### config.mk
export PLATFORM = sky130hd
export DESIGN_NAME = figure_ctl_flat
export DESIGN_NICKNAME = d
export VERILOG_FILES = /design/src/rtl/figure_pkg.sv /design/src/rtl/figure_ctl_if.sv /design/src/rtl/frame_tick_gen.sv /design/src/rtl/figure_ctl.sv /design/src/flat_wrapper.sv
export SDC_FILE = /design/constraint.sdc
export NUM_CORES = 1
export LEC_CHECK = 0
export ABC_CLOCK_PERIOD_IN_PS = 5020
export CAP_MARGIN = 20
export CORE_MARGIN = 2
export CORE_UTILIZATION = 33
export CTS_CLUSTER_SIZE = 30
export DETAILED_ROUTE_END_ITERATION = 10
export PLACE_DENSITY = 0.54
export SYNTH_ARGS = -nofsm -noshare
export SYNTH_HDL_FRONTEND = slang
export SYNTH_SLANG_ARGS = --single-unit
### constraint.sdc
create_clock -name clk -period 5.02 [get_ports clk]
set_input_delay 0.753 -clock clk [delete_from_list [all_inputs] [get_ports clk]]
set_output_delay 0.753 -clock clk [all_outputs]
set_load 0.05 [all_outputs]
### src/rtl/figure_pkg.sv
// Shared types and constants for player figure motion and drawing.
// Pure declarations, no logic and no latency.
// No flow control: consumers simply import these definitions.
package figure_pkg;

  // Vertical motion state; encoding is visible on the state output.
  typedef enum logic [1:0] {
    GROUND = 2'd0,
    JUMP   = 2'd1,
    FALL   = 2'd2
  } motion_state_t;

  // Drawn sprite size (26 px source art at 2x scale), shared with the draw stage.
  localparam int SPRITE_W_DEFAULT = 52;
  localparam int SPRITE_H_DEFAULT = 64;

endpackage

### src/rtl/figure_ctl_if.sv
// Key inputs, frame timing and sprite position bundle for one player figure.
// Signals only; the controller registers outputs so they hold all frame.
// No handshake: keys are levels, position is a registered snapshot.
interface figure_ctl_if;
  import figure_pkg::*;

  logic          vblnk;
  logic          move_left;
  logic          move_right;
  logic          jump;
  logic [11:0]   pos_x;
  logic [11:0]   pos_y;
  motion_state_t state;
  logic          on_ground;

  // Timing chain / keyboard side: drives levels, observes position.
  modport master (
    output vblnk, move_left, move_right, jump,
    input  pos_x, pos_y, state, on_ground
  );

  // Controller side.
  modport slave (
    input  vblnk, move_left, move_right, jump,
    output pos_x, pos_y, state, on_ground
  );

endinterface

### src/rtl/frame_tick_gen.sv
// Rising-edge detector on vertical blanking: one tick per frame.
// Tick is combinational in the cycle vblnk is first seen high.
// No backpressure; a long blanking interval still yields a single tick.
module frame_tick_gen (
  input  logic clk,
  input  logic rst,
  input  logic i_vblnk,
  output logic o_tick
);

  logic r_vblnk_q;

  // Delayed copy of vblnk for edge detection.
  always_ff @(posedge clk or posedge rst) begin
    if (rst) r_vblnk_q <= 1'b0;
    else     r_vblnk_q <= i_vblnk;
  end

  assign o_tick = i_vblnk & ~r_vblnk_q;

endmodule

### src/rtl/figure_ctl.sv
// Per-frame motion controller: walking plus jump/fall for one figure.
// Position/state update on the edge ending the vblnk tick cycle (1 cycle).
// No backpressure; key levels are sampled only at the frame tick.
module figure_ctl
  import figure_pkg::*;
#(
  parameter int X_INIT   = 100,
  parameter int FLOOR_Y  = 500,
  parameter int Y_MIN    = 0,
  parameter int X_MIN    = 0,
  parameter int X_MAX    = 800,
  parameter int SPRITE_W = SPRITE_W_DEFAULT,
  parameter int STEP_X   = 4,
  parameter int JUMP_V0  = 16,
  parameter int GRAVITY  = 1,
  parameter int V_MAX    = 16
) (
  input  logic         clk,
  input  logic         rst,
  figure_ctl_if.slave  bus
);

  // 13-bit signed so left steps can go below zero before clamping.
  localparam logic signed [12:0] LP_X_MIN = 13'(X_MIN);
  localparam logic signed [12:0] LP_X_HI  = 13'(X_MAX - SPRITE_W);
  localparam logic signed [12:0] LP_STEP  = 13'(STEP_X);
  localparam logic signed [12:0] LP_Y_MIN = 13'(Y_MIN);
  localparam logic signed [12:0] LP_FLOOR = 13'(FLOOR_Y);

  logic          w_tick;
  motion_state_t r_state;
  motion_state_t w_state_nx;
  logic [11:0]   r_pos_x;
  logic [11:0]   r_pos_y;
  logic [7:0]    r_vel;
  logic          r_jump_prev;
  logic [11:0]   w_x_nx;
  logic [11:0]   w_y_nx;
  logic [7:0]    w_vel_nx;
  logic          w_jump_req;

  logic signed [12:0] w_x_ext;
  logic signed [12:0] w_x_tmp;
  logic signed [12:0] w_y_ext;
  logic signed [12:0] w_y_up;
  logic signed [12:0] w_y_dn;
  logic [8:0]         w_vinc;
  logic [8:0]         w_vfall;

  frame_tick_gen u_tick (
    .clk     (clk),
    .rst     (rst),
    .i_vblnk (bus.vblnk),
    .o_tick  (w_tick)
  );

  // Fresh press only: key must have been up at the previous tick.
  assign w_jump_req = bus.jump & ~r_jump_prev;

  assign w_x_ext = $signed({1'b0, r_pos_x});
  assign w_y_ext = $signed({1'b0, r_pos_y});
  assign w_y_up  = w_y_ext - $signed({5'b0, r_vel});
  assign w_vinc  = {1'b0, r_vel} + 9'(GRAVITY);
  assign w_vfall = (w_vinc > 9'(V_MAX)) ? 9'(V_MAX) : w_vinc;
  assign w_y_dn  = w_y_ext + $signed({4'b0, w_vfall});

  // Horizontal walk with screen-edge clamps; conflicting keys hold.
  always_comb begin
    w_x_tmp = w_x_ext;
    if (bus.move_left && !bus.move_right) begin
      w_x_tmp = w_x_ext - LP_STEP;
      if (w_x_tmp < LP_X_MIN) w_x_tmp = LP_X_MIN;
    end else if (bus.move_right && !bus.move_left) begin
      w_x_tmp = w_x_ext + LP_STEP;
      if (w_x_tmp > LP_X_HI) w_x_tmp = LP_X_HI;
    end
    w_x_nx = w_x_tmp[11:0];
  end

  // Jump/fall next-state, vertical position and speed.
  always_comb begin
    w_state_nx = r_state;
    w_y_nx     = r_pos_y;
    w_vel_nx   = r_vel;
    case (r_state)
      GROUND: begin
        w_y_nx   = 12'(FLOOR_Y);
        w_vel_nx = 8'd0;
        if (w_jump_req) begin
          w_state_nx = JUMP;
          w_vel_nx   = 8'(JUMP_V0);
        end
      end
      JUMP: begin
        // Ceiling clamps position only; the rise runs its full course.
        w_y_nx = (w_y_up < LP_Y_MIN) ? 12'(Y_MIN) : w_y_up[11:0];
        if (r_vel <= 8'(GRAVITY)) begin
          w_state_nx = FALL;
          w_vel_nx   = 8'd0;
        end else begin
          w_vel_nx = r_vel - 8'(GRAVITY);
        end
      end
      FALL: begin
        if (w_y_dn >= LP_FLOOR) begin
          w_y_nx     = 12'(FLOOR_Y);
          w_state_nx = GROUND;
          w_vel_nx   = 8'd0;
        end else begin
          w_y_nx   = w_y_dn[11:0];
          w_vel_nx = w_vfall[7:0];
        end
      end
      default: begin
        w_state_nx = GROUND;
        w_y_nx     = 12'(FLOOR_Y);
        w_vel_nx   = 8'd0;
      end
    endcase
  end

  // All motion registers advance only on the frame tick.
  always_ff @(posedge clk or posedge rst) begin
    if (rst) begin
      r_state     <= GROUND;
      r_pos_x     <= 12'(X_INIT);
      r_pos_y     <= 12'(FLOOR_Y);
      r_vel       <= 8'd0;
      r_jump_prev <= 1'b0;
    end else if (w_tick) begin
      r_state     <= w_state_nx;
      r_pos_x     <= w_x_nx;
      r_pos_y     <= w_y_nx;
      r_vel       <= w_vel_nx;
      r_jump_prev <= bus.jump;
    end
  end

  assign bus.pos_x     = r_pos_x;
  assign bus.pos_y     = r_pos_y;
  assign bus.state     = r_state;
  assign bus.on_ground = (r_state == GROUND);

endmodule

### src/flat_wrapper.sv
// flat-port wrapper written by rule: the top's interface ports become plain ports
module figure_ctl_flat import figure_pkg::*;
#(
  parameter int X_INIT   = 100,
  parameter int FLOOR_Y  = 500,
  parameter int Y_MIN    = 0,
  parameter int X_MIN    = 0,
  parameter int X_MAX    = 800,
  parameter int SPRITE_W = SPRITE_W_DEFAULT,
  parameter int STEP_X   = 4,
  parameter int JUMP_V0  = 16,
  parameter int GRAVITY  = 1,
  parameter int V_MAX    = 16
)
  (clk, rst, bus_vblnk, bus_move_left, bus_move_right, bus_jump, bus_pos_x, bus_pos_y, bus_state, bus_on_ground);
  figure_ctl_if bus_i ();
  input  logic clk;
  input  logic rst;
  input wire logic [$bits(bus_i.vblnk)-1:0] bus_vblnk;
  input wire logic [$bits(bus_i.move_left)-1:0] bus_move_left;
  input wire logic [$bits(bus_i.move_right)-1:0] bus_move_right;
  input wire logic [$bits(bus_i.jump)-1:0] bus_jump;
  output wire logic [$bits(bus_i.pos_x)-1:0] bus_pos_x;
  output wire logic [$bits(bus_i.pos_y)-1:0] bus_pos_y;
  output wire logic [$bits(bus_i.state)-1:0] bus_state;
  output wire logic [$bits(bus_i.on_ground)-1:0] bus_on_ground;
  assign bus_i.vblnk = bus_vblnk;
  assign bus_i.move_left = bus_move_left;
  assign bus_i.move_right = bus_move_right;
  assign bus_i.jump = bus_jump;
  assign bus_pos_x = bus_i.pos_x;
  assign bus_pos_y = bus_i.pos_y;
  assign bus_state = bus_i.state;
  assign bus_on_ground = bus_i.on_ground;
  figure_ctl #(.X_INIT(X_INIT), .FLOOR_Y(FLOOR_Y), .Y_MIN(Y_MIN), .X_MIN(X_MIN), .X_MAX(X_MAX), .SPRITE_W(SPRITE_W), .STEP_X(STEP_X), .JUMP_V0(JUMP_V0), .GRAVITY(GRAVITY), .V_MAX(V_MAX)) u_core (.clk(clk), .rst(rst), .bus(bus_i));
endmodule
==> load_flow_metrics.sql, run 1 <==
INSERT INTO impl_metrics (metric_group, metric, value, unit) VALUES
('floorplanning', 'die_area', '10900', 'um^2'),
('pwr', 'vdd.ir_drop.worst', '0.000289', 'V'),
('worst_setup_path', 'ordered_list_of_cells_on_the_worst_path', 'ha_1, nand2_1, a21oi_1, mux2i_1, nand2_1, nor2_1, ha_1, fa_1, a211oi_1, o31ai_4, o31ai_1, xor2_1, or4_1, a31oi_4, mux2_4', ''),
('clock_network', 'postCtsHoldBufs', '0', ''),
('worst_setup_path', 'worst-endpoint-arrival', '4550', 'ps'),
('clock_network', 'cts-resized-gates', '0', ''),
('worst_setup_path', 'critPathTopFamily', 'compound AO/OA/AOI/OAI gates', ''),
('route', 'detail_route.vias_per_cell', '5.54', ''),
('sta', 'slew_headroom', '0.420', ''),
('worst_setup_path', 'worst_r2r_startpoint', 'u_core.r_vel[0]$_DFFE_PP0P_', ''),
('yosys', 'syn-cell-area', '3320', 'um^2'),
('sta', 'period_minus_slack', '4370', 'ps'),
('pwr', 'power.density_cell_area', '728', 'nW/um^2'),
('worst_setup_path', 'cp_data_required_time', '5200', 'ps'),
('floorplanning', 'boundaryPins', '33', ''),
('route', 'routed-via-count', '3176', ''),
('clock_network', 'cts_tree', 'yes', ''),
('clock_network', 'cts_setup_buffers', '0', ''),
('yosys', 'synthArstFlopShare', '1.00', ''),
('clock_network', 'htree_levels', '2', ''),
('clock_network', 'clock_sinks', '34', ''),
('finish', 'finalNonFillerCells', '573', ''),
('global_routing', 'wire_length_of_the_first_global_routing_pass', '15.5', 'mm'),
('route', 'totalWireLength', '9.19', 'mm'),
('sta', 'worst_clock_skew', '8.46', 'ps'),
('place', 'post_dp_cell_area', '3710', 'um^2'),
('sta', 'hold_viol', '0', ''),
('yosys', 'synth_top_flop_cell', 'dfrtp_1', ''),
('worst_setup_path', 'timing.critical_path.slowest_cell_delay', '670', 'ps'),
('finish', 'n_fill_cell', '1038', ''),
('worst_setup_path', 'slowest_stage', 'or4_1', ''),
('min_path', 'min-delay-start', 'u_core.r_vel[7]$_DFFE_PP0P_', ''),
('place', 'dpl_worst_slack', '747', 'ps'),
('route', 'drc', '0', ''),
('global_routing', 'grt_antenna_before_repair', '0', ''),
('worst_setup_path', 'critical_path.startpoint', 'u_core.r_vel[0]$_DFFE_PP0P_', ''),
('sta', 'setup_ws', '650', 'ps'),
('clock_network', 'cts_made_buffers', '5', ''),
('run_status', 'status', 'complete, no violations', ''),
('place', 'placed_cells', '565', ''),
('yosys', 'synth_edf_count', '0', ''),
('route', 'route.antenna.remaining_nets', '0', ''),
('clock_network', 'cts.reportedPaths.clkPinSlew', '80', 'ps'),
('route', 'drt_pre_antenna_iters', '5', ''),
('finish', 'finish.net_count', '475', ''),
('place', 'port-buffer-count', '30', ''),
('sta', 'timing_max_transition_violations_final', '0', ''),
('yosys', 'synth_seq_area_share', '0.260', ''),
('pwr', 'p_total', '2.76', 'mW'),
('floorplanning', 'die_y', '104', 'um'),
('min_path', 'min_path_type', 'flip-flop to flip-flop', ''),
('finish', 'fraction_of_layout_instances_using_a_drive_strength_above_1', '0.0591', ''),
('clock_network', 'root_buffer', 'clkbuf_8', ''),
('floorplanning', 'die_width', '104', 'um'),
('sta', 'timing.fmax', '0.229', 'GHz'),
('yosys', 'number_of_warnings_issued_by_yosys', '0', ''),
('job', 'maxCapViolations', '0', ''),
('yosys', 'ys_seq_elements', '34', ''),
('worst_setup_path', 'path_max_fanout', '10', ''),
('finish', 'antennaDiodeCount', '0', ''),
('place', 'post-dp-hpwl', '6.74', 'mm'),
('worst_setup_path', 'timing.setup.critical_path_class', 'flip-flop to flip-flop', ''),
('sta', 'worstMarginPinSlew', '861', 'ps'),
('sta', 'setup_repair_after_global_routing_missed_its_margin', 'false', ''),
('route', 'routed_wire_length_per_instance', '16.0', 'um'),
('yosys', 'synthCells', '420', ''),
('finish', 'area_growth', '14.2', '%'),
('worst_setup_path', 'timing.critical_path.to_type', 'flip-flop', ''),
('worst_setup_path', 'crit_buf_inv', '0', ''),
('pwr', 'p_leak', '1.50', 'nW'),
('global_routing', 'number_of_global_route_vias_before_repair', '3040', '');
==> cells by family after synthesis <==
logic type                 count (synthesis)  synth area share
adders and majority gates                 30             0.118
other                                      1           0.00113
and+or+nand+nor                          153             0.228
xor gates and xnor gates                  18            0.0475
AOI/OAI and AO/OA                        129             0.268
DFF                                       34             0.260
muxes                                      4            0.0151
buffers and inverters                     51            0.0626
==> worst paths after layout <==
| path | to | depth (start not counted) | slack [ps] |
|---|---|---|---|
| max | u_core.bus.state[0]$_DFFE_PP0P_ | 15 | 650 |
| min reg2reg | u_core.r_vel[7]$_DFFE_PP0P_ | 2 | 530 |
| min | u_core.r_vel[7]$_DFFE_PP0P_ | 2 | 530 |
| max in group asynchronous | u_core.bus.pos_x[5]$_DFFE_PP1P_ | 3 | 3780 |
| max reg2reg | u_core.bus.state[0]$_DFFE_PP0P_ | 15 | 650 |
| min in group asynchronous | u_core.r_vel[2]$_DFFE_PP0P_ | 3 | 870 |
==> cells in the mapped netlist, types with 3 or more instances <==
library cell | count | area (um^2)
dfrtp_1 | 25 | 626
o211ai_1 | 4 | 30.0
xor2_1 | 10 | 87.6
nor4_1 | 7 | 43.8
clkbuf_1 | 19 | 71.3
or4_1 | 3 | 22.5
nand4_1 | 7 | 43.8
ha_1 | 28 | 350
o31a_1 | 5 | 43.8
inv_1 | 26 | 97.6
nand2b_1 | 5 | 31.3
nor2_1 | 40 | 150
a21oi_1 | 26 | 130
nand2_1 | 34 | 128
nand3_1 | 15 | 75.1
and2_1 | 3 | 18.8
a21o_1 | 3 | 22.5
nor3_1 | 14 | 70.1
a311oi_1 | 5 | 43.8
o21ai_0 | 35 | 175
xnor2_1 | 8 | 70.1
o21a_1 | 6 | 45.0
o221ai_1 | 3 | 26.3
o22a_1 | 5 | 43.8
nor2b_1 | 8 | 50.1
dfstp_2 | 9 | 236
a31oi_1 | 8 | 50.1
o31ai_1 | 4 | 30.0
and3_1 | 6 | 37.5
==> area by class of cell <==
class | count | area, um^2 | share of cell area
flip-flops and latches | 34 | 862 | 0.227
repair buffers | 32 | 315 | 0.0832
inverters | 26 | 97.6 | 0.0258
well taps | 133 | 166 | 0.0439
clock buffers | 8 | 80.1 | 0.0211
multi-input cells | 340 | 2270 | 0.599
==> power by group <==
part	switching (mW)	leakage (nW)	internal (mW)
clock network	0.103	0.0395	0.0987
registers	0.210	0.415	0.401
logic	1.22	1.05	0.726
total	1.53	1.50	1.23
==> registers in the layout, indices dropped and copies added, names as in the netlist <==
| name | cells |
|---|---|
| u_core.r_vel | 8 |
| u_core.bus.pos_y | 12 |
| u_core.u_tick.r_vblnk_q | 1 |
| u_core.bus.pos_x | 10 |
| u_core.bus.state | 2 |
| u_core.r_jump_prev | 1 |
==> placed cells by master (no fill, tap or decap), types with 3 or more instances in the layout <==
cell type / netlist / layout
o31ai_1: 4 / 4
o22a_1: 5 / 5
conb_1: 1 / 6
nand2b_1: 5 / 5
a21o_1: 3 / 3
nor4_1: 7 / 7
o221ai_1: 3 / 3
o31a_1: 5 / 5
a31oi_1: 8 / 8
dfstp_2: 9 / 9
and2_1: 3 / 3
clkbuf_1: 19 / 3
or4_1: 3 / 3
nand3_1: 15 / 15
ha_1: 28 / 28
nor3_1: 14 / 14
clkbuf_8: 0 / 5
clkdlybuf4s50_1: 0 / 30
o211ai_1: 4 / 4
xor2_1: 10 / 10
and3_1: 6 / 6
nand4_1: 7 / 7
dfrtp_1: 25 / 25
nand2_1: 34 / 34
a21oi_1: 26 / 26
nor2b_1: 8 / 8
a311oi_1: 5 / 5
o21ai_0: 35 / 35
xnor2_1: 8 / 8
o21a_1: 6 / 6
inv_1: 26 / 26
nor2_1: 40 / 40
==> worst min-delay path, delay by kind of cell, from the launching register on <==
kind             cells  cell delay, ps
and+or+nand+nor      2             100
DFF                  1             400
==> stage by stage <==
| step | util | hold slack, ps |
|---|---|---|
| after detailed placement | 0.380 | 522 |
| after global routing | 0.388 | 569 |
| after floorplan | - | 480 |
| final | 0.388 | 534 |
| after CTS | 0.388 | 541 |
| after global placement | 0.380 | 511 |
==> metal layers <==
metal	share of wire	GRT usage	up-vias	wire (um)
li1	-	-	1567	-
met4	0.010	0.0444	0	93
met1	0.50	0.244	1535	4580
met2	0.46	0.276	68	4210
met3	0.033	0.0226	6	307
met5	0	0	-	0
Note: power is estimated with default switching activity, not from simulation.
==> run 2: changes to the inputs <==
--- a/config.mk
+++ b/config.mk
@@ -9,9 +9,11 @@
 export CAP_MARGIN = 20
 export CORE_MARGIN = 2
 export CORE_UTILIZATION = 33
+export CTS_BUF_LIST = sky130_fd_sc_hd__clkbuf_8
 export CTS_CLUSTER_SIZE = 30
 export DETAILED_ROUTE_END_ITERATION = 10
 export PLACE_DENSITY = 0.54
+export RECOVER_POWER = 25
 export SYNTH_ARGS = -nofsm -noshare
 export SYNTH_HDL_FRONTEND = slang
 export SYNTH_SLANG_ARGS = --single-unit
==> run 2 against run 1 <==
Net effect:
- the flow now finishes with violations (capacitance limit, slew limit)
- register-to-register slack is essentially flat
- highest routed layer unchanged
- first-iteration DRC count decreased by 0.98%
- worst setup slack got worse by 2.2 ps
- combinational power about the same
- clock skew shrank 2.1 ps
==> load_flow_metrics.sql, run 2 (synthesis gave the netlist of run 1 again) <==
INSERT INTO impl_metrics (metric_group, metric, value, unit) VALUES
('floorplanning', 'die_width', '104', 'um'),
('place', 'port-buffer-count', '30', ''),
('clock_network', 'cts_setup_buffers', '0', ''),
('place', 'post-dp-hpwl', '6.74', 'mm'),
('worst_setup_path', 'path_max_fanout', '10', ''),
('sta', 'setup_repair_after_global_routing_missed_its_margin', 'false', ''),
('min_path', 'min_path_type', 'flip-flop to flip-flop', ''),
('worst_setup_path', 'critical_path.startpoint', 'u_core.r_vel[0]$_DFFE_PP0P_', ''),
('sta', 'setup_viol_count_final', '0', ''),
('worst_setup_path', 'r2r_end', 'u_core.bus.state[0]$_DFFE_PP0P_', ''),
('clock_network', 'clock_sinks', '34', ''),
('clock_network', 'clock_tree.buffer_depth', '2', ''),
('route', 'totalWireLength', '9.19', 'mm'),
('sta', 'hold_viol', '0', ''),
('finish', 'layout.cells.most_common', 'nor2_1', ''),
('floorplanning', 'coreArea', '9770', 'um^2'),
('finish', 'finish.net_count', '475', ''),
('route', 'drt_pre_antenna_iters', '5', ''),
('worst_setup_path', 'timing.critical_path.to_type', 'flip-flop', ''),
('worst_setup_path', 'cp_data_required_time', '5200', 'ps'),
('sta', 'tns', '0', 'ps'),
('global_routing', 'grt_antenna_before_repair', '0', ''),
('pwr', 'power.density_cell_area', '728', 'nW/um^2'),
('clock_network', 'cts.reportedPaths.clkPinSlew', '80', 'ps'),
('clock_network', 'cts_made_buffers', '5', ''),
('run_status', 'violations', 'capacitance limit, slew limit', ''),
('sta', 'post-route-period-util', '0.871', ''),
('route', 'drc', '0', ''),
('worst_setup_path', 'critical_path_cell_count', '15', ''),
('job', 'maxCapViolations', '1', ''),
('sta', 'slew_headroom', '-0.304', ''),
('finish', 'largest_register_ffs', '12', ''),
('clock_network', 'postCtsHoldBufs', '0', ''),
('floorplanning', 'boundaryPins', '33', ''),
('worst_setup_path', 'setup.reg_to_reg.worst_slack', '650', 'ps'),
('place', 'gp_congestion', '0.850', ''),
('clock_network', 'worst_skew_pair_latency', '290', 'ps'),
('global_routing', 'grt_max_degree', '35', ''),
('clock_network', 'htree_levels', '2', ''),
('sta', 'worst_clock_skew', '6.31', 'ps'),
('clock_network', 'cts_tree', 'yes', ''),
('finish', 'layout.cells.most_common_list', '40 x nor2_1, 35 x o21ai_0, 34 x nand2_1', ''),
('finish', 'n_fill_cell', '1039', ''),
('finish', 'fraction_of_layout_instances_using_a_drive_strength_above_1', '0.0568', ''),
('global_routing', 'grt_usage', '0.172', ''),
('route', 'route.antenna.remaining_nets', '0', ''),
('worst_setup_path', 'ordered_list_of_cells_on_the_worst_path', 'ha_1, nand2_1, a21oi_1, mux2i_1, nand2_1, nor2_1, ha_1, fa_1, a211oi_1, o31ai_4, o31ai_1, xor2_1, or4_1, a31oi_4, mux2_4', ''),
('global_routing', 'wire_length_of_the_first_global_routing_pass', '15.5', 'mm'),
('worst_setup_path', 'worst-endpoint-arrival', '4550', 'ps'),
('route', 'routed_wire_length_per_instance', '16.0', 'um'),
('floorplanning', 'floorplan.initialDensity', '0.340', ''),
('worst_setup_path', 'crit_buf_inv', '0', ''),
('pwr', 'p_leak', '1.51', 'nW'),
('route', 'number_of_design_rule_violations_left_by_the_first_detailed_router_iteration', '203', ''),
('clock_network', 'cts-resized-gates', '0', ''),
('worst_setup_path', 'reg2reg_depth', '15', ''),
('run_status', 'status', 'finished with violations', ''),
('worst_setup_path', 'timing.critical_path.to', 'u_core.bus.state[0]$_DFFE_PP0P_', ''),
('sta', 'worstMarginPinSlew', '1960', 'ps'),
('floorplanning', 'die_area', '10900', 'um^2'),
('finish', 'area_growth', '14.1', '%'),
('floorplanning', 'die_y', '104', 'um'),
('worst_setup_path', 'timing.critical_path.slowest_cell_delay', '670', 'ps'),
('min_path', 'min-delay-start', 'u_core.r_vel[7]$_DFFE_PP0P_', ''),
('route', 'detail_route.vias_per_cell', '5.54', ''),
('sta', 'timing.fmax', '0.229', 'GHz'),
('worst_setup_path', 'slowest_stage', 'or4_1', ''),
('finish', 'antennaDiodeCount', '0', ''),
('worst_setup_path', 'critPathTopFamily', 'compound AO/OA/AOI/OAI gates', ''),
('sta', 'whs', '534', 'ps'),
('global_routing', 'gr-total-overflow', '0', ''),
('worst_setup_path', 'timing.setup.critical_path_class', 'flip-flop to flip-flop', ''),
('global_routing', 'number_of_global_route_vias_before_repair', '3040', ''),
('pwr', 'vdd.ir_drop.worst', '0.000289', 'V'),
('route', 'routed-via-count', '3173', ''),
('worst_setup_path', 'worst_r2r_startpoint', 'u_core.r_vel[0]$_DFFE_PP0P_', ''),
('sta', 'timing_max_transition_violations_final', '35', ''),
('clock_network', 'root_buffer', 'clkbuf_8', ''),
('sta', 'period_minus_slack', '4370', 'ps'),
('worst_setup_path', 'timing.critical_path.from_type', 'flip-flop', ''),
('floorplanning', 'floorplan.rows', '36', '');
==> run 2: area by class of cell <==
class / instances / area, um^2 / share of cell area
Clock inverter: 3 / 11.3 / 0.00297
Tap cell: 133 / 166 / 0.0440
Clock buffer: 5 / 68.8 / 0.0182
Inverter: 26 / 97.6 / 0.0258
Multi-Input combinational cell: 340 / 2270 / 0.599
Timing Repair Buffer: 32 / 312 / 0.0823
Sequential cell: 34 / 862 / 0.228
==> run 2: worst min-delay path by stage <==
stage                                            to  slack (ps)  cells past startpoint
floorplan               u_core.r_vel[7]$_DFFE_PP0P_         480                      2
global placement        u_core.r_vel[7]$_DFFE_PP0P_         510                      2
detailed placement      u_core.r_vel[7]$_DFFE_PP0P_         520                      2
CTS                     u_core.r_vel[7]$_DFFE_PP0P_         540                      2
global route        u_core.bus.pos_y[4]$_DFFE_PP1P_         570                      2
finish                  u_core.r_vel[7]$_DFFE_PP0P_         530                      2
==> run 2: worst register-to-register path: cells and delay by family, from the launching register on <==
kind,cells,cell delay (ps)
compound gates,5,1310
simple gates,4,940
fa+ha+maj,3,920
flops,1,540
mux,2,420
xor+xnor,1,130
==> run 2: layer usage <==
| layer | GRT usage | routed length [um] |
|---|---|---|
| met1 | 0.244 | 4550 |
| met2 | 0.276 | 4220 |
| met4 | 0.0444 | 93 |
| met5 | 0 | 0 |
| met3 | 0.0226 | 320 |
==> run 2: power breakdown <==
part / internal (mW) / switching [mW]
logic: 0.725 / 1.22
clock network: 0.0926 / 0.104
registers: 0.401 / 0.210
total: 1.22 / 1.54
==> run 2: through the flow <==
stage          instance area [um^2]  total power [mW]  std cells  setup WS, ps  utilization
6_report                       3790              2.76        573           647        0.387
5_1_grt                        3790              3.00        573           389        0.387
4_1_cts                        3790              2.75        573           681        0.388
3_5_place_dp                   3710              2.54        565           747        0.380
3_3_place_gp                   3710              2.54        565           810        0.380
2_1_floorplan                  3340              2.06        425          1150            -
==> RTL edit 1, RTL diff (config.mk and constraints of run 1) <==
Make the reset (`rst`) synchronous in 2 clocked blocks.
--- a/src/rtl/frame_tick_gen.sv
+++ b/src/rtl/frame_tick_gen.sv
@@ -12,5 +12,5 @@
 
   // Delayed copy of vblnk for edge detection.
-  always_ff @(posedge clk or posedge rst) begin
+  always_ff @(posedge clk) begin
     if (rst) r_vblnk_q <= 1'b0;
     else     r_vblnk_q <= i_vblnk;
--- a/src/rtl/figure_ctl.sv
+++ b/src/rtl/figure_ctl.sv
@@ -121,5 +121,5 @@
 
   // All motion registers advance only on the frame tick.
-  always_ff @(posedge clk or posedge rst) begin
+  always_ff @(posedge clk) begin
     if (rst) begin
       r_state     <= GROUND;
Check against the original RTL: differs if rst is asserted again (counterexample within 4 cycles, from zero or initial values and one cycle with rst high); with rst held inactive, the same outputs for 10 cycles.
==> RTL edit 1 against run 1 <==
Worst setup slack better by 320 ps. Sequential cell count is the same. Final cell count increased by 8.0%. Non-clock buffer count unchanged. Routed wire length up 5.8%. Design area grew 4.1%. Area after synthesis rose by 5.9%. Synthesized cell count grew 11%. First-iteration DRC count up 6.8%. Global-route usage is 0.17 points higher. Largest cell class unchanged.
Power is not compared: it rests on default switching activity, and its combinational part moved more than twofold at a synthesized area within 25%.
==> RTL edit 1: results (changes against run 1) <==
Outcome -> complete, no violations (unchanged)
Setup Fix Bufs, Post-CTS -> 0 (unchanged)
Synth Flop Type -> dfxtp_1 (was dfrtp_1)
Post-Route WL -> 9.72 mm (was 9.19 mm)
Seq/Total Area, Yosys -> 0.194 (was 0.260)
GR Util All Layers -> 0.174 (was 0.172)
Largest net degree at the start of global routing -> 30 (was 35)
Synthesized instance count -> 465 (was 420)
Top post-synthesis cells by count -> nor2_1 (45), nand2_1 (40), a21oi_1 (37), dfxtp_1 (34), o21ai_0 (33) (was nor2_1 (40), o21ai_0 (35), nand2_1 (34), ha_1 (28))
Met1 usage -> 0.253 (was 0.244)
Lkg Pwr -> 1.42 nW
GR Util met2 -> 0.271 (was 0.276)
Crit-path slowest cell -> dfxtp_1 (was or4_1)
Ys Warns -> 0 (unchanged)
Longest Clk Path Bufs -> 2 (unchanged)
Filler instances -> 1097 (was 1038)
Reg clk slew, reported paths -> 80 ps (about the same)
Share of cells above drive strength 1 -> 0.0745 (was 0.0591)
First-pass GRT wire length -> 16.1 mm (was 15.5 mm)
Dpl hpwl -> 7.37 mm (was 6.74 mm)
Tightest Pin Transition -> 872 ps (was 861 ps)
Post_cts resized -> 0 (unchanged)
DR iter-0 viols -> 219 (was 205)
CP Max Fanout -> 11 (was 10)
Placer Congestion -> 0.846 (was 0.850)
Pre-CTS WS -> 1030 ps (was 747 ps)
Placed Cells -> 611 (was 565)
Clk root buf -> clkbuf_8 (unchanged)
Met3 usage in global routing -> 0.0195 (was 0.0226)
Cells taking the most area after synthesis -> dfxtp_1 (19%), ha_1 (10%), a21oi_1 (5.3%) (was dfrtp_1 (19%), ha_1 (11%), dfstp_2 (7.1%))
Wire per inst -> 15.7 um (was 16.0 um)
CTS HTree Levels -> 2 (unchanged)
Nets -> 518 (was 475)
FFs w/ async S/R, synth -> 0 (was 1.00)
Vias in the first global route -> 3173 (was 3040)
Largest stage delay, worst path -> 550 ps (was 670 ps)
DR pass1 iterations -> 4 (was 5)
Tcrit/Tclk final -> 0.808 (was 0.871)
Vias after detailed routing -> 3422 (was 3176)
Post-route clock skew -> 9.17 ps (was 8.46 ps)
Netlist cell types -> 80 (was 64)
CP arrival -> 4240 ps (was 4550 ps)
RTL edit 1: cells by family (layout without fill, tap and decap cells):
logic type / Yosys count / in the layout / synth area share
AND/OR/NAND/NOR: 171 / 171 / 0.248
AO/OA/AOI/OAI: 155 / 155 / 0.318
buffers and inverters: 53 / 66 / 0.0748
flip-flops: 34 / 34 / 0.194
adder cells (fa/ha/maj): 30 / 30 / 0.111
XOR/XNOR: 18 / 18 / 0.0449
multiplexers: 3 / 3 / 0.00890
other: 1 / 6 / 0.00107
RTL edit 1: cell type report:
type	instances	area (um^2)	share of cell area
clock buffer	7	86.3	0.0219
clock inverter	1	5.00	0.00127
inverter	26	97.6	0.0247
multi-input combinational	383	2590	0.657
sequential	34	681	0.173
tap	136	170	0.0431
timing repair buffer	32	315	0.0799
RTL edit 1: report_power, final:
part           total [W]  internal, W  switching (W)
sequential      0.000326     0.000290      0.0000365
combinational   0.000531     0.000193       0.000338
clock           0.000218     0.000111       0.000107
RTL edit 1: worst min-delay path, cell delays in order (launching register included):
cell and delay (ps):
dfxtp_1 320, nand2_1 50, a21oi_1 50
RTL edit 1: worst paths after layout:
kind / start / end / slack, ps / cells after the start
setup / recovery: u_core.r_vel[0]$_SDFFE_PP0P_ / u_core.bus.state[0]$_SDFFE_PP0P_ / 970 / 15
hold / removal: u_core.r_jump_prev$_SDFFE_PP0P_ / u_core.r_jump_prev$_SDFFE_PP0P_ / 460 / 2
setup reg to reg: u_core.r_vel[0]$_SDFFE_PP0P_ / u_core.bus.state[0]$_SDFFE_PP0P_ / 970 / 15
hold reg to reg: u_core.r_jump_prev$_SDFFE_PP0P_ / u_core.r_jump_prev$_SDFFE_PP0P_ / 460 / 2
RTL edit 1: metal layers:
layer  vias up  wire length, um
met5         -                0
met4         0              129
met3         9              430
met2        69             4270
met1      1602             4900
li1       1742                -
==> RTL edit 2, RTL diff (config.mk and constraints of run 1) <==
Made on the original files. `X_MAX` is set to 800 in 2 places; all go to 600.
--- a/src/rtl/figure_ctl.sv
+++ b/src/rtl/figure_ctl.sv
@@ -9,5 +9,5 @@
   parameter int Y_MIN    = 0,
   parameter int X_MIN    = 0,
-  parameter int X_MAX    = 800,
+  parameter int X_MAX    = 600,
   parameter int SPRITE_W = SPRITE_W_DEFAULT,
   parameter int STEP_X   = 4,
--- a/src/flat_wrapper.sv
+++ b/src/flat_wrapper.sv
@@ -6,5 +6,5 @@
   parameter int Y_MIN    = 0,
   parameter int X_MIN    = 0,
-  parameter int X_MAX    = 800,
+  parameter int X_MAX    = 600,
   parameter int SPRITE_W = SPRITE_W_DEFAULT,
   parameter int STEP_X   = 4,
Formal check against the unedited RTL: no difference found for any inputs over 10 cycles, from zero or initial values and one cycle with rst high; that may be too few to reach the edited logic, so the function may still have changed.
==> RTL edit 2 against run 1 <==
Area after synthesis fell by 0.57%. First-iteration DRC count shrank 27%. Maximum frequency grew 9.0%. Worst setup slack improved by 360 ps. Sequential cell count unchanged. Synthesized cell count increased by 1.9%. Sequential share of layout area hardly changed. Power decreased by 0.50%. Global-route usage increased by 0.38 points. Design area down 0.13%. Routed wire length fell by 0.83%. Die area is 0.55% lower. Critical path type unchanged. Critical endpoint is now u_core.bus.pos_y[0]$_DFFE_PP0P_. Highest routed layer unchanged.
==> RTL edit 2: results (changes against run 1) <==
Cells taking the most area after synthesis -> dfrtp_1 (19%), ha_1 (11%), dfstp_2 (7.2%) (was dfrtp_1 (19%), ha_1 (11%), dfstp_2 (7.1%))
Tightest Pin Transition -> 748 ps (was 861 ps)
Vias in the first global route -> 3113 (was 3040)
CP arrival -> 4170 ps (was 4550 ps)
Nets -> 488 (was 475)
Maximum vdd drop -> 0.000430 V (was 0.000289 V)
Met1 WL -> 4.16 mm (was 4.58 mm)
Wire per inst -> 15.6 um (was 16.0 um)
Post-Route WL -> 9.11 mm (was 9.19 mm)
Skew-Pair Late Insertion Delay -> 300 ps
Hold depth -> 2 (unchanged)
Netlist cell types -> 66 (was 64)
Vias after detailed routing -> 3208 (was 3176)
Placed Cells -> 578 (was 565)
Worst min path class -> flop to flop (unchanged)
Setup Fix Bufs, Post-CTS -> 0 (unchanged)
Initial antenna violation count -> 0 (unchanged)
DR iter-0 viols -> 149 (was 205)
Lkg Pwr -> 1.53 nW (was 1.50 nW)
Share of cells above drive strength 1 -> 0.0662 (was 0.0591)
Top post-synthesis cells by count -> o21ai_0 (43), nand2_1 (42), nor2_1 (42), a21oi_1 (33), ha_1 (28) (was nor2_1 (40), o21ai_0 (35), nand2_1 (34), ha_1 (28))
Post-Synthesis Mean Instance Area -> 7.71 um^2 (was 7.90 um^2)
Outcome -> complete, no violations (unchanged)
CP Max Fanout -> 12 (was 10)
Max layer used -> met4 (unchanged)
Dpl hpwl -> 6.84 mm (was 6.74 mm)
Largest net degree at the start of global routing -> 35 (unchanged)
Post-route clock skew -> 6.17 ps (was 8.46 ps)
Ys Warns -> 0 (unchanged)
Max FFs per register -> 12 (unchanged)
GR Util All Layers -> 0.176 (was 0.172)
Met2 Wirelength -> 4.55 mm (was 4.21 mm)
Seq/Total Area, Yosys -> 0.261 (was 0.260)
Placer Congestion -> 0.825 (was 0.850)
DR pass1 iterations -> 4 (was 5)
Crit-path slowest cell -> dfrtp_1 (was or4_1)
Filler instances -> 1064 (was 1038)
First-pass GRT wire length -> 15.7 mm (was 15.5 mm)
Metal3 WL -> 206 um (was 307 um)
Largest stage delay, worst path -> 570 ps (was 670 ps)
## RTL edit 2: cell types whose count changed in the layout (fill, tap and decap cells not counted), moves of 5 or more
cell | run 1 | this run
nand2_1 | 34 | 42
o21ai_0 | 35 | 43
nor3_1 | 14 | 19
a21oi_1 | 26 | 33
## RTL edit 2: final timing paths
path | startpoint | endpoint | slack [ps]
setup / recovery | u_core.r_vel[0]$_DFFE_PP0P_ | u_core.bus.pos_y[0]$_DFFE_PP0P_ | 1010
hold / removal | u_core.bus.pos_y[7]$_DFFE_PP1P_ | u_core.bus.pos_y[7]$_DFFE_PP1P_ | 530
setup reg to reg | u_core.r_vel[0]$_DFFE_PP0P_ | u_core.bus.pos_y[0]$_DFFE_PP0P_ | 1010
hold reg to reg | u_core.bus.pos_y[7]$_DFFE_PP1P_ | u_core.bus.pos_y[7]$_DFFE_PP1P_ | 530
max in group asynchronous | rst | u_core.bus.pos_y[6]$_DFFE_PP1P_ | 3790
min in group asynchronous | rst | u_core.bus.pos_x[7]$_DFFE_PP0P_ | 860
## RTL edit 2: cells by family after synthesis
group,synth area share
mux,0.0220
other cells,0.00114
flops,0.261
compound gates,0.248
fa+ha+maj,0.118
buf+inv,0.0565
simple gates,0.251
xor+xnor,0.0425
## RTL edit 2: through the flow
stage | setup WS, ps | cell area, um^2
5_1_grt | 526 | 3780
2_1_floorplan | 1640 | 3320
6_report | 1010 | 3780
3_5_place_dp | 1010 | 3690
4_1_cts | 981 | 3780
3_3_place_gp | 1080 | 3690
## RTL edit 2: cell type report
class	count	area share
Inverter	23	0.0228
Multi-Input combinational cell	357	0.600
Sequential cell	34	0.228
Clock buffer	7	0.0228
Clock inverter	1	0.00132
Timing Repair Buffer	31	0.0813
Tap cell	133	0.0440
## RTL edit 2: routing by layer
layer / track usage / vias to the layer above
met3: 0.0213 / 16
met2: 0.304 / 52
met1: 0.225 / 1551
met5: 0 / -
li1: - / 1589
met4: 0.0685 / 0
## RTL edit 2: critical path: cells and delay by family, from the launching register on
kind            cells  cell delay, ps
fa+ha+maj           3             960
xor+xnor            1             170
compound gates      6            1560
mux                 1             130
simple gates        4             470
flops               1             570
## RTL edit 2: power breakdown
part	switching, W	internal, W	total (W)
clock network	0.000113	0.000111	0.000224
logic	0.00119	0.000708	0.00189
registers	0.000223	0.000405	0.000628
total	0.00152	0.00122	0.00275
